===== src/rtl/regs_seq_if.sv =====
// Register-file access bus between the self-test sequencer and a 32x32
// register file with one write port and two combinational read ports.
interface regs_seq_if;
    logic        Write_reg;
    logic [4:0]  W_Addr;
    logic [31:0] W_Data;
    logic [4:0]  R_Addr_A;
    logic [4:0]  R_Addr_B;
    logic [31:0] R_Data_A;
    logic [31:0] R_Data_B;

    // Sequencer side: drives write/read addresses, consumes read data
    modport master (
        output Write_reg, W_Addr, W_Data, R_Addr_A, R_Addr_B,
        input  R_Data_A, R_Data_B
    );

    // Register-file side
    modport slave (
        input  Write_reg, W_Addr, W_Data, R_Addr_A, R_Addr_B,
        output R_Data_A, R_Data_B
    );
endinterface


===== src/rtl/regs_seq.sv =====
// Register-file self-test sequencer: writes a selectable pattern to every
// address, reads all addresses back through both ports (A ascending, B
// descending), counts mismatches with saturation and shows the result on LEDs.
module regs_seq #(
    parameter int N_REGS = 32,
    parameter int ERR_W  = 6
) (
    input  logic             Clk,
    input  logic             Reset,
    input  logic             Start,
    input  logic [1:0]       PAT_SEL,
    regs_seq_if.master       rf,
    output logic             Busy,
    output logic             Done,
    output logic [ERR_W-1:0] Err_Cnt,
    output logic [4:0]       Fail_Addr,
    output logic [7:0]       LED
);
    typedef enum logic [1:0] {IDLE, WRITE, READ, DONE} state_t;

    localparam logic [4:0]   LAST    = 5'(N_REGS - 1);
    localparam logic [ERR_W:0] ERR_MAX = {1'b0, {ERR_W{1'b1}}};

    state_t           state_reg, state_next;
    logic [4:0]       idx_reg, idx_next;
    logic [1:0]       pat_reg, pat_next;
    logic [ERR_W-1:0] err_reg, err_next;
    logic [4:0]       fail_addr_reg, fail_addr_next;
    logic             first_reg, first_next;

    logic [4:0]       addr_b;
    logic             mism_a, mism_b;
    logic [ERR_W:0]   err_sum;
    logic [5:0]       err_led;

    // Test pattern for address a under pattern select sel
    function automatic logic [31:0] pattern(input logic [1:0] sel, input logic [4:0] a);
        logic [31:0] ax;
        ax = {27'd0, a};
        case (sel)
            2'b00:   pattern = ax;
            2'b01:   pattern = ~ax;
            2'b10:   pattern = 32'h1 << a;
            default: pattern = 32'h8000_1111 ^ ax;
        endcase
    endfunction

    assign addr_b  = LAST - idx_reg;
    assign mism_a  = (rf.R_Data_A != pattern(pat_reg, idx_reg));
    assign mism_b  = (rf.R_Data_B != pattern(pat_reg, addr_b));
    assign err_sum = {1'b0, err_reg} + (ERR_W+1)'(mism_a) + (ERR_W+1)'(mism_b);

    // The LED field is always six bits wide regardless of the counter width
    generate
        if (ERR_W >= 6) begin : g_led_trunc
            assign err_led = err_reg[5:0];
        end else begin : g_led_ext
            assign err_led = {{(6-ERR_W){1'b0}}, err_reg};
        end
    endgenerate

    // State and datapath registers; reset returns everything to IDLE immediately
    always_ff @(posedge Clk or negedge Reset) begin
        if (!Reset) begin
            state_reg     <= IDLE;
            idx_reg       <= '0;
            pat_reg       <= '0;
            err_reg       <= '0;
            fail_addr_reg <= '0;
            first_reg     <= 1'b0;
        end else begin
            state_reg     <= state_next;
            idx_reg       <= idx_next;
            pat_reg       <= pat_next;
            err_reg       <= err_next;
            fail_addr_reg <= fail_addr_next;
            first_reg     <= first_next;
        end
    end

    // Next-state logic: walk WRITE then READ, accumulate mismatches in READ
    always_comb begin
        state_next     = state_reg;
        idx_next       = idx_reg;
        pat_next       = pat_reg;
        err_next       = err_reg;
        fail_addr_next = fail_addr_reg;
        first_next     = first_reg;
        case (state_reg)
            IDLE, DONE: begin
                if (Start) begin
                    pat_next       = PAT_SEL;
                    err_next       = '0;
                    fail_addr_next = '0;
                    first_next     = 1'b0;
                    idx_next       = '0;
                    state_next     = WRITE;
                end
            end
            WRITE: begin
                if (idx_reg == LAST) begin
                    idx_next   = '0;
                    state_next = READ;
                end else begin
                    idx_next = idx_reg + 5'd1;
                end
            end
            READ: begin
                err_next = (err_sum > ERR_MAX) ? ERR_MAX[ERR_W-1:0] : err_sum[ERR_W-1:0];
                // Port A wins when both ports miss on the first failing cycle
                if (!first_reg && (mism_a || mism_b)) begin
                    first_next     = 1'b1;
                    fail_addr_next = mism_a ? idx_reg : addr_b;
                end
                if (idx_reg == LAST) begin
                    idx_next   = '0;
                    state_next = DONE;
                end else begin
                    idx_next = idx_reg + 5'd1;
                end
            end
            default: state_next = IDLE;
        endcase
    end

    // Outputs decoded from state; buses are zero outside their active state
    always_comb begin
        rf.Write_reg = 1'b0;
        rf.W_Addr    = '0;
        rf.W_Data    = '0;
        rf.R_Addr_A  = '0;
        rf.R_Addr_B  = '0;
        Busy         = 1'b0;
        Done         = 1'b0;
        LED          = 8'h00;
        case (state_reg)
            WRITE: begin
                rf.Write_reg = 1'b1;
                rf.W_Addr    = idx_reg;
                rf.W_Data    = pattern(pat_reg, idx_reg);
                Busy         = 1'b1;
                LED          = {3'b010, idx_reg};
            end
            READ: begin
                rf.R_Addr_A = idx_reg;
                rf.R_Addr_B = addr_b;
                Busy        = 1'b1;
                LED         = {3'b010, idx_reg};
            end
            DONE: begin
                Done = 1'b1;
                LED  = {(err_reg == '0), (err_reg != '0), err_led};
            end
            default: ;
        endcase
    end

    assign Err_Cnt   = err_reg;
    assign Fail_Addr = fail_addr_reg;
endmodule


===== src/flat_wrapper.sv =====
// flat-port wrapper written by rule: the top's interface ports become plain ports
module regs_seq_flat 
#(
    parameter int N_REGS = 32,
    parameter int ERR_W  = 6
)
  (Clk, Reset, Start, PAT_SEL, Busy, Done, Err_Cnt, Fail_Addr, LED, rf_Write_reg, rf_W_Addr, rf_W_Data, rf_R_Addr_A, rf_R_Addr_B, rf_R_Data_A, rf_R_Data_B);
  regs_seq_if rf_i ();
  input  logic Clk;
  input  logic Reset;
  input  logic Start;
  input  logic [1:0] PAT_SEL;
  output logic Busy;
  output logic Done;
  output logic [ERR_W-1:0] Err_Cnt;
  output logic [4:0] Fail_Addr;
  output logic [7:0] LED;
  output wire logic [$bits(rf_i.Write_reg)-1:0] rf_Write_reg;
  output wire logic [$bits(rf_i.W_Addr)-1:0] rf_W_Addr;
  output wire logic [$bits(rf_i.W_Data)-1:0] rf_W_Data;
  output wire logic [$bits(rf_i.R_Addr_A)-1:0] rf_R_Addr_A;
  output wire logic [$bits(rf_i.R_Addr_B)-1:0] rf_R_Addr_B;
  input wire logic [$bits(rf_i.R_Data_A)-1:0] rf_R_Data_A;
  input wire logic [$bits(rf_i.R_Data_B)-1:0] rf_R_Data_B;
  assign rf_Write_reg = rf_i.Write_reg;
  assign rf_W_Addr = rf_i.W_Addr;
  assign rf_W_Data = rf_i.W_Data;
  assign rf_R_Addr_A = rf_i.R_Addr_A;
  assign rf_R_Addr_B = rf_i.R_Addr_B;
  assign rf_i.R_Data_A = rf_R_Data_A;
  assign rf_i.R_Data_B = rf_R_Data_B;
  regs_seq #(.N_REGS(N_REGS), .ERR_W(ERR_W)) u_core (.Clk(Clk), .Reset(Reset), .Start(Start), .PAT_SEL(PAT_SEL), .rf(rf_i), .Busy(Busy), .Done(Done), .Err_Cnt(Err_Cnt), .Fail_Addr(Fail_Addr), .LED(LED));
endmodule

===== config.mk =====
export PLATFORM = sky130hd
export DESIGN_NAME = regs_seq_flat
export DESIGN_NICKNAME = d
export VERILOG_FILES = /design/src/rtl/regs_seq_if.sv /design/src/rtl/regs_seq.sv /design/src/flat_wrapper.sv
export SDC_FILE = /design/constraint.sdc
export NUM_CORES = 1
export LEC_CHECK = 0
export BUFFER_PORTS_ARGS = -buffer_cell sky130_fd_sc_hd__buf_2
export CORE_ASPECT_RATIO = 2
export CORE_MARGIN = 2
export CORE_UTILIZATION = 25
export CTS_CLUSTER_DIAMETER = 30
export DETAILED_ROUTE_END_ITERATION = 10
export PLACE_DENSITY = 0.56
export SLEW_MARGIN = 10
export SYNTH_ARGS = -nofsm -noshare
export SYNTH_HDL_FRONTEND = slang
export SYNTH_SLANG_ARGS = --single-unit

===== constraint.sdc =====
create_clock -name Clk -period 4.31 [get_ports Clk]
set_input_delay 1.0775 -clock Clk [delete_from_list [all_inputs] [get_ports Clk]]
set_output_delay 1.0775 -clock Clk [all_outputs]
set_load 0.01 [all_outputs]

==> flow_metrics.py, run 1 <==
metrics = {
    "cts": {
        "clk_latency_ns": 0.26,
        "cts-htree-levels": 1,
        "cts_sinks": 21,
        "cts_tree": "built",
        "numCtsBuffers": 3,
        "hold_buffers": 0,
        "clockBufferDepth": 2,
        "path_clk_slew_ns": 0.07,
        "cts.root.buffer_cell": "clkbuf_16",
    },
    "routing": {
        "wl_per_cell_um": 20.66,
        "drt-initial-drc-count": 366,
        "drcViolationCount": 0,
        "ant_nets": 0,
        "vias": 5856,
        "vias_per_cell": 5.551,
        "drt_pass1_iterations": 5,
        "wl_mm": 21.80,
    },
    "floorplan": {
        "fp.coreArea_um2": 17100,
        "row_count": 68,
        "fp.dieArea_um2": 18470,
        "die_w_um": 97.12,
        "die_h_um": 190.2,
        "start_util": 0.2535,
        "pin_count": 138,
    },
    "placed_design": {
        "place_area_um2": 6065,
        "hpwlAfterDp_mm": 17.40,
        "port_buffers": 137,
        "place.gp.congestion": 0.9682,
    },
    "cells_and_area": {
        "fin_area_um2": 6462,
        "post-route-util": 0.3779,
        "multi_input_area_um2": 3674,
        "nets": 929,
        "layout-drive-gt1-share": 0.4189,
        "antennaDiodeCount": 0,
        "largest_reg_flops": 6,
        "area_delta_synth_final_pct": 49.06,
        "seqCellArea_um2": 530.5,
        "n_fill_cell": 1826,
    },
    "yosys": {
        "syn_area_um2": 4335,
        "synth.avg_cell_area_um2": 7.027,
        "ys_warn_count": 0,
        "synth_cell_types": 88,
        "synth_flop_cell": "dfrtp_1",
        "ys_ff_latch": 21,
        "synth-async-reset-ratio": 1.000,
        "yosysSeqAreaShare": 0.1212,
        "synth_edf_count": 0,
        "syn_nets": 700,
        "postSynthCellCount": 617,
    },
    "setup_path": {
        "crit_type": "reg2reg",
        "worstPathRequired_ns": 4.48,
        "cp_max_fo": 8,
        "crit_path_max_incr_delay_ns": 0.58,
        "r2r_end": "u_core.Err_Cnt[4]",
        "reg2reg_slack_ns": 0.19,
        "cp_top_family": "simple AND/OR/NAND/NOR gates",
        "arrival_ns": 4.29,
        "worstSetupEndpointType": "flop",
        "critPathSlowestCell": "or4_4",
        "critPathBufInv": 1,
        "cp_cell_sequence": "ha_4 -> ha_4 -> nand3b_1 -> nor3_2 -> nor4_1 -> o21ai_1 -> or4b_1 -> or4_4 -> fa_2 -> ha_4 -> and3_1 -> buf_6 -> nand2_2 -> nor2_1 -> a21oi_1 -> nor2_1 -> nor4_1",
        "cp-startpoint": "u_core.idx_reg[1]",
        "start_kind": "flop",
        "timing.critical_path.mode_cell": "ha_4",
        "r2r_start": "u_core.idx_reg[1]",
        "r2r_cells": 17,
    },
    "sta": {
        "final_max_slew_viol_count": 0,
        "rsz0062_at_grt": "no",
        "hold_viol": 0,
        "fin_crit_ns": 4.121,
        "relSlewSlack": 0.3474,
        "final.setup_skew_ns": 0.006013,
        "setup_viol": 0,
        "clock.fmax_mhz": 242.7,
        "period_share": 0.9561,
        "tightest_slew_ns": 0.9790,
    },
    "global_routing": {
        "grt_usage": 0.2251,
        "grt_pass1_wl_mm": 33.24,
        "grt_max_degree": 31,
        "grt_pass1_vias": 5656,
        "grt-ovfl-total": 0,
        "antenna_found_initial": 0,
    },
    "min_path": {
        "hold_depth": 2,
        "worst_hold_startpoint": "u_core.Fail_Addr[3]",
        "hold_path.class": "reg2reg",
        "hold_path_end": "u_core.Fail_Addr[3]",
    },
    "pwr": {
        "fin_total_pwr_mw": 3.702,
        "power.density_nw_per_um2": 572.8,
        "vdd_drop_max_v": 0.0003597,
        "p_leak_nw": 2.863,
    },
    "run": {
        "maxCapViolations": 0,
    },
    "outcome": {
        "run_status": "complete, no violations",
    },
}
## what timing repair did
| item | in CTS | in global routing |
|---|---|---|
| endpoints found under the setup margin | 4 | 6 |
| setup buffers | 1 | 5 |
| pin swaps | 2 | 22 |
| resized for setup | 11 | 55 |
## worst max path at each step
stage,end,slack [ns],depth (start not counted)
2_1_floorplan,u_core.Err_Cnt[1],0.04,18
3_3_place_gp,u_core.Err_Cnt[1],-0.16,15
3_5_place_dp,u_core.Err_Cnt[5],-0.20,14
4_1_cts,u_core.Err_Cnt[5],0.0009,15
5_1_grt,u_core.Err_Cnt[4],0.002,17
6_report,u_core.Err_Cnt[4],0.19,17
## synth_stat cells (16+ instances only)
master	count	area share
a21oi_1	41	0.047
and2_1	21	0.030
buf_2	19	0.022
clkbuf_1	20	0.017
dfrtp_1	21	0.12
inv_1	16	0.014
nand2_1	46	0.040
nand2b_1	16	0.023
nand3_1	16	0.018
nand4_1	20	0.029
nor2_1	67	0.058
nor3_1	18	0.021
nor4_1	16	0.023
o21ai_0	37	0.043
## logic make-up after synthesis
family,after synthesis,share of synthesized area
AO/OA/AOI/OAI,181,0.2820
XOR/XNOR,16,0.03406
adder cells (fa/ha/maj),14,0.04214
buffers and inverters,75,0.08860
flip-flops,21,0.1212
multiplexers,7,0.01962
AND/OR/NAND/NOR,303,0.4124
## stage by stage
step	cells	worst slack, ns	setup TNS (ns)	hold slack, ns
2_1_floorplan	617	0.03761	0	0.5225
5_1_grt	1055	0.002196	0	0.5354
3_3_place_gp	1045	-0.1643	-0.5865	0.5057
4_1_cts	1050	0.0008562	0	0.5178
6_report	1055	0.1893	0	0.5182
3_5_place_dp	1045	-0.1973	-0.6632	0.5037
## layer usage
| metal | part of all wire | vias up | track usage | routed length, um |
|---|---|---|---|---|
| li1 | - | 2782 | - | - |
| met1 | 0.43 | 2741 | 0.2964 | 9291 |
| met2 | 0.47 | 285 | 0.3758 | 10230 |
| met3 | 0.064 | 48 | 0.02456 | 1388 |
| met4 | 0.040 | 0 | 0.08830 | 882 |
| met5 | 0 | - | 0 | 0 |
## power by group
group | internal [mW] | switching, mW | leakage (nW)
sequential | 0.259 | 0.0888 | 0.271
combinational | 1.35 | 1.80 | 2.55
clock | 0.125 | 0.0839 | 0.0409
## worst register-to-register path, stage by stage (launching register included)
cell and delay, ns:
dfrtp_2 0.48, ha_4 0.21, ha_4 0.20, nand3b_1 0.15
nor3_2 0.08, nor4_1 0.28, o21ai_1 0.10, or4b_1 0.52
or4_4 0.58, fa_2 0.41, ha_4 0.17, and3_1 0.19
buf_6 0.12, nand2_2 0.07, nor2_1 0.04, a21oi_1 0.13
nor2_1 0.05, nor4_1 0.24
## layout make-up
cell class | instances | share of cell area
Multi-Input combinational cell | 521 | 0.5684
Inverter | 19 | 0.01181
Timing Repair Buffer | 280 | 0.2846
Tap cell | 210 | 0.04066
Sequential cell | 21 | 0.08209
Clock inverter | 1 | 0.0007744
Clock buffer | 3 | 0.01162
## cells in the final DEF (no fill, tap or decap), types with 15 or more instances in the layout
| cell type | instances |
|---|---|
| buf_2 | 136 |
| nor3_1 | 15 |
| inv_1 | 15 |
| buf_4 | 135 |
| and2_1 | 21 |
| nand4_1 | 20 |
| nor4_1 | 16 |
| nand3_1 | 15 |
| nand2b_1 | 15 |
| dfrtp_1 | 17 |
| nand2_1 | 44 |
| a21oi_1 | 39 |
| nor2_1 | 65 |
| o21ai_0 | 32 |
No activity file was read; power rests on OpenSTA's default activity.
==> inputs of run 2 (changes only) <==
Settings changed: PLACE_DENSITY 0.56 to 0.51.
==> run 2 against run 1 <==
Net effect: sequential share of layout area grew 0.19 points; clock skew shrank 0.0028 ns; die area is the same; global-route usage shrank 0.16 points; register-to-register slack lost 0.04 ns; critical path depth shrank 2; sequential power shrank 5.7%; fmax shrank 0.86%; setup slack lost 0.036 ns; core utilization shrank 1.0 points; largest cell class unchanged; highest routed layer unchanged.
==> flow_metrics.py, run 2 (same netlist as run 1, synthesis figures left out) <==
metrics = {
    "pwr": {
        "netSwitchingFraction": 0.5394,
        "p_int_mw": 1.638,
        "power_frac_seq": 0.092,
        "p_switching_mw": 1.919,
        "clock_power_share": 0.056,
        "vdd_drop_max_v": 0.0003185,
        "power.density_nw_per_um2": 566.1,
        "p_leak_nw": 2.772,
        "pwr-share-comb": 0.852,
    },
    "setup_path": {
        "r2r_start": "u_core.idx_reg[2]",
        "worstPathRequired_ns": 4.46,
        "worstSetupEndpointType": "flop",
        "start_kind": "flop",
        "r2r_end": "u_core.Err_Cnt[4]",
        "reg2reg_slack_ns": 0.15,
        "cp_max_fo": 7,
        "crit_type": "reg2reg",
        "r2r_cells": 15,
        "arrival_ns": 4.31,
    },
    "global_routing": {
        "grt_util_met1": 0.2928,
        "grt_busiest_layer": "met2",
        "grt_max_degree": 37,
        "grt_util_met3": 0.02493,
        "grt_pass1_wl_mm": 32.75,
        "grt_pass1_vias": 5511,
        "antenna_found_initial": 0,
        "grt-ovfl-total": 0,
        "grt_util_met2": 0.3819,
        "grt_usage": 0.2235,
    },
    "cells_and_area": {
        "nets": 916,
        "layoutNonFillerInstCount": 1042,
        "final_common_cell": "buf_2",
        "final_cell_mix": "137 x buf_2, 123 x buf_4, 66 x nor2_1, 46 x nand2_1, 40 x a21oi_1",
        "layout-drive-gt1-share": 0.3966,
        "antennaDiodeCount": 0,
        "largest_reg_flops": 6,
        "area_delta_synth_final_pct": 44.94,
    },
    "min_path": {
        "hold_path_end": "u_core.Fail_Addr[1]",
        "worst_hold_startpoint": "u_core.Fail_Addr[1]",
        "hold_depth": 2,
        "hold_path.class": "reg2reg",
    },
    "cts": {
        "path_clk_slew_ns": 0.06,
        "cts-htree-levels": 1,
        "cts_tree": "built",
        "cts_sinks": 21,
        "numCtsBuffers": 3,
        "clockBufferDepth": 2,
        "cts.root.buffer_cell": "clkbuf_16",
        "clk_latency_ns": 0.25,
    },
    "floorplan": {
        "die_w_um": 97.12,
        "die_h_um": 190.2,
        "start_util": 0.2535,
        "fp.dieArea_um2": 18470,
        "row_count": 68,
        "fp.coreArea_um2": 17100,
        "pin_count": 138,
    },
    "sta": {
        "setup_viol": 0,
        "layout_setup_ws_ns": 0.1535,
        "whs_ns": 0.5194,
        "clock.fmax_mhz": 240.6,
        "period_share": 0.9644,
        "final.setup_skew_ns": 0.003263,
        "hold_viol": 0,
        "final_max_slew_viol_count": 0,
        "relSlewSlack": 0.3116,
        "fin_crit_ns": 4.157,
        "tightest_slew_ns": 1.031,
    },
    "routing": {
        "wl_per_cell_um": 20.77,
        "drt_pass1_iterations": 4,
        "drcViolationCount": 0,
        "vias": 5755,
        "drt-initial-drc-count": 321,
        "vias_per_cell": 5.523,
        "wl_mm": 21.64,
        "ant_nets": 0,
    },
    "run": {
        "maxCapViolations": 0,
    },
    "placed_design": {
        "hpwlAfterDp_mm": 17.24,
        "port_buffers": 137,
        "place.gp.congestion": 1.012,
        "dp.cells": 1029,
        "post-place-ws_ns": -0.2443,
    },
    "outcome": {
        "run_status": "complete, no violations",
    },
}
## run 2: how the worst max path moves through the flow
stage | slack (ns) | endpoint | cells past startpoint | start
final | 0.15 | u_core.Err_Cnt[4] | 15 | u_core.idx_reg[2]
after global routing | -0.003 | u_core.Err_Cnt[4] | 18 | u_core.idx_reg[0]
after CTS | 0.0006 | u_core.Err_Cnt[1] | 18 | u_core.idx_reg[1]
after detailed placement | -0.24 | u_core.Err_Cnt[1] | 15 | rf_R_Data_B[24]
after global placement | -0.21 | u_core.Err_Cnt[1] | 15 | rf_R_Data_B[24]
after floorplan | 0.04 | u_core.Err_Cnt[1] | 18 | u_core.idx_reg[0]
## run 2: metal layers
metal,vias up,share of wire,wire length (um)
li1,2757,-,-
met1,2734,0.43,9366
met2,232,0.48,10300
met3,32,0.056,1215
met4,0,0.035,762
met5,-,0,0
## run 2: power groups by stage
| stage | Combinational [mW] | Clock [mW] | Sequential (mW) |
|---|---|---|---|
| finish | 3.03 | 0.198 | 0.328 |
| global route | 3.25 | 0.215 | 0.337 |
| CTS | 2.93 | 0.202 | 0.326 |
| detailed placement | 2.87 | 0 | 0.328 |
| global placement | 2.88 | 0 | 0.325 |
| floorplan | 1.71 | 0 | 0.312 |
## run 2: through the flow
stage               area, um^2  setup TNS [ns]  utilization  power (mW)
floorplan                 4337               0            -       2.019
global placement          5944         -0.6621       0.3476       3.203
detailed placement        5944         -0.9306       0.3476       3.202
CTS                       6095               0       0.3564       3.454
global route              6284       -0.002845       0.3674       3.806
finish                    6284               0       0.3674       3.557
## run 2: timing repair
| action | 4_1_cts | 5_1_grt |
|---|---|---|
| setup endpoints to repair | 6 | 6 |
| pin swaps | 3 | 16 |
| hold buffers | 0 | 0 |
| gates resized for setup | 13 | 32 |
| setup buffers | 1 | 8 |
## run 2: layout make-up
type	instances	area, um^2
clock buffer	4	78.83
fill	1910	10820
inverter	19	73.82
multi-input combinational	521	3608
sequential	21	528.0
tap	210	262.8
timing repair buffer	267	1732
## run 2: critical path, stage by stage (launching register included)
cell and delay, ns:
dfrtp_1 0.39, buf_4 0.18, or4b_4 0.55, o21ai_2 0.24, a41oi_2 0.16, or4b_1 0.51, or4_4 0.59, fa_2 0.39
ha_2 0.19, and3_4 0.18, buf_4 0.13, nand2_1 0.08, nor2_1 0.05, a21oi_1 0.13, nor2_1 0.05, nor4_1 0.24
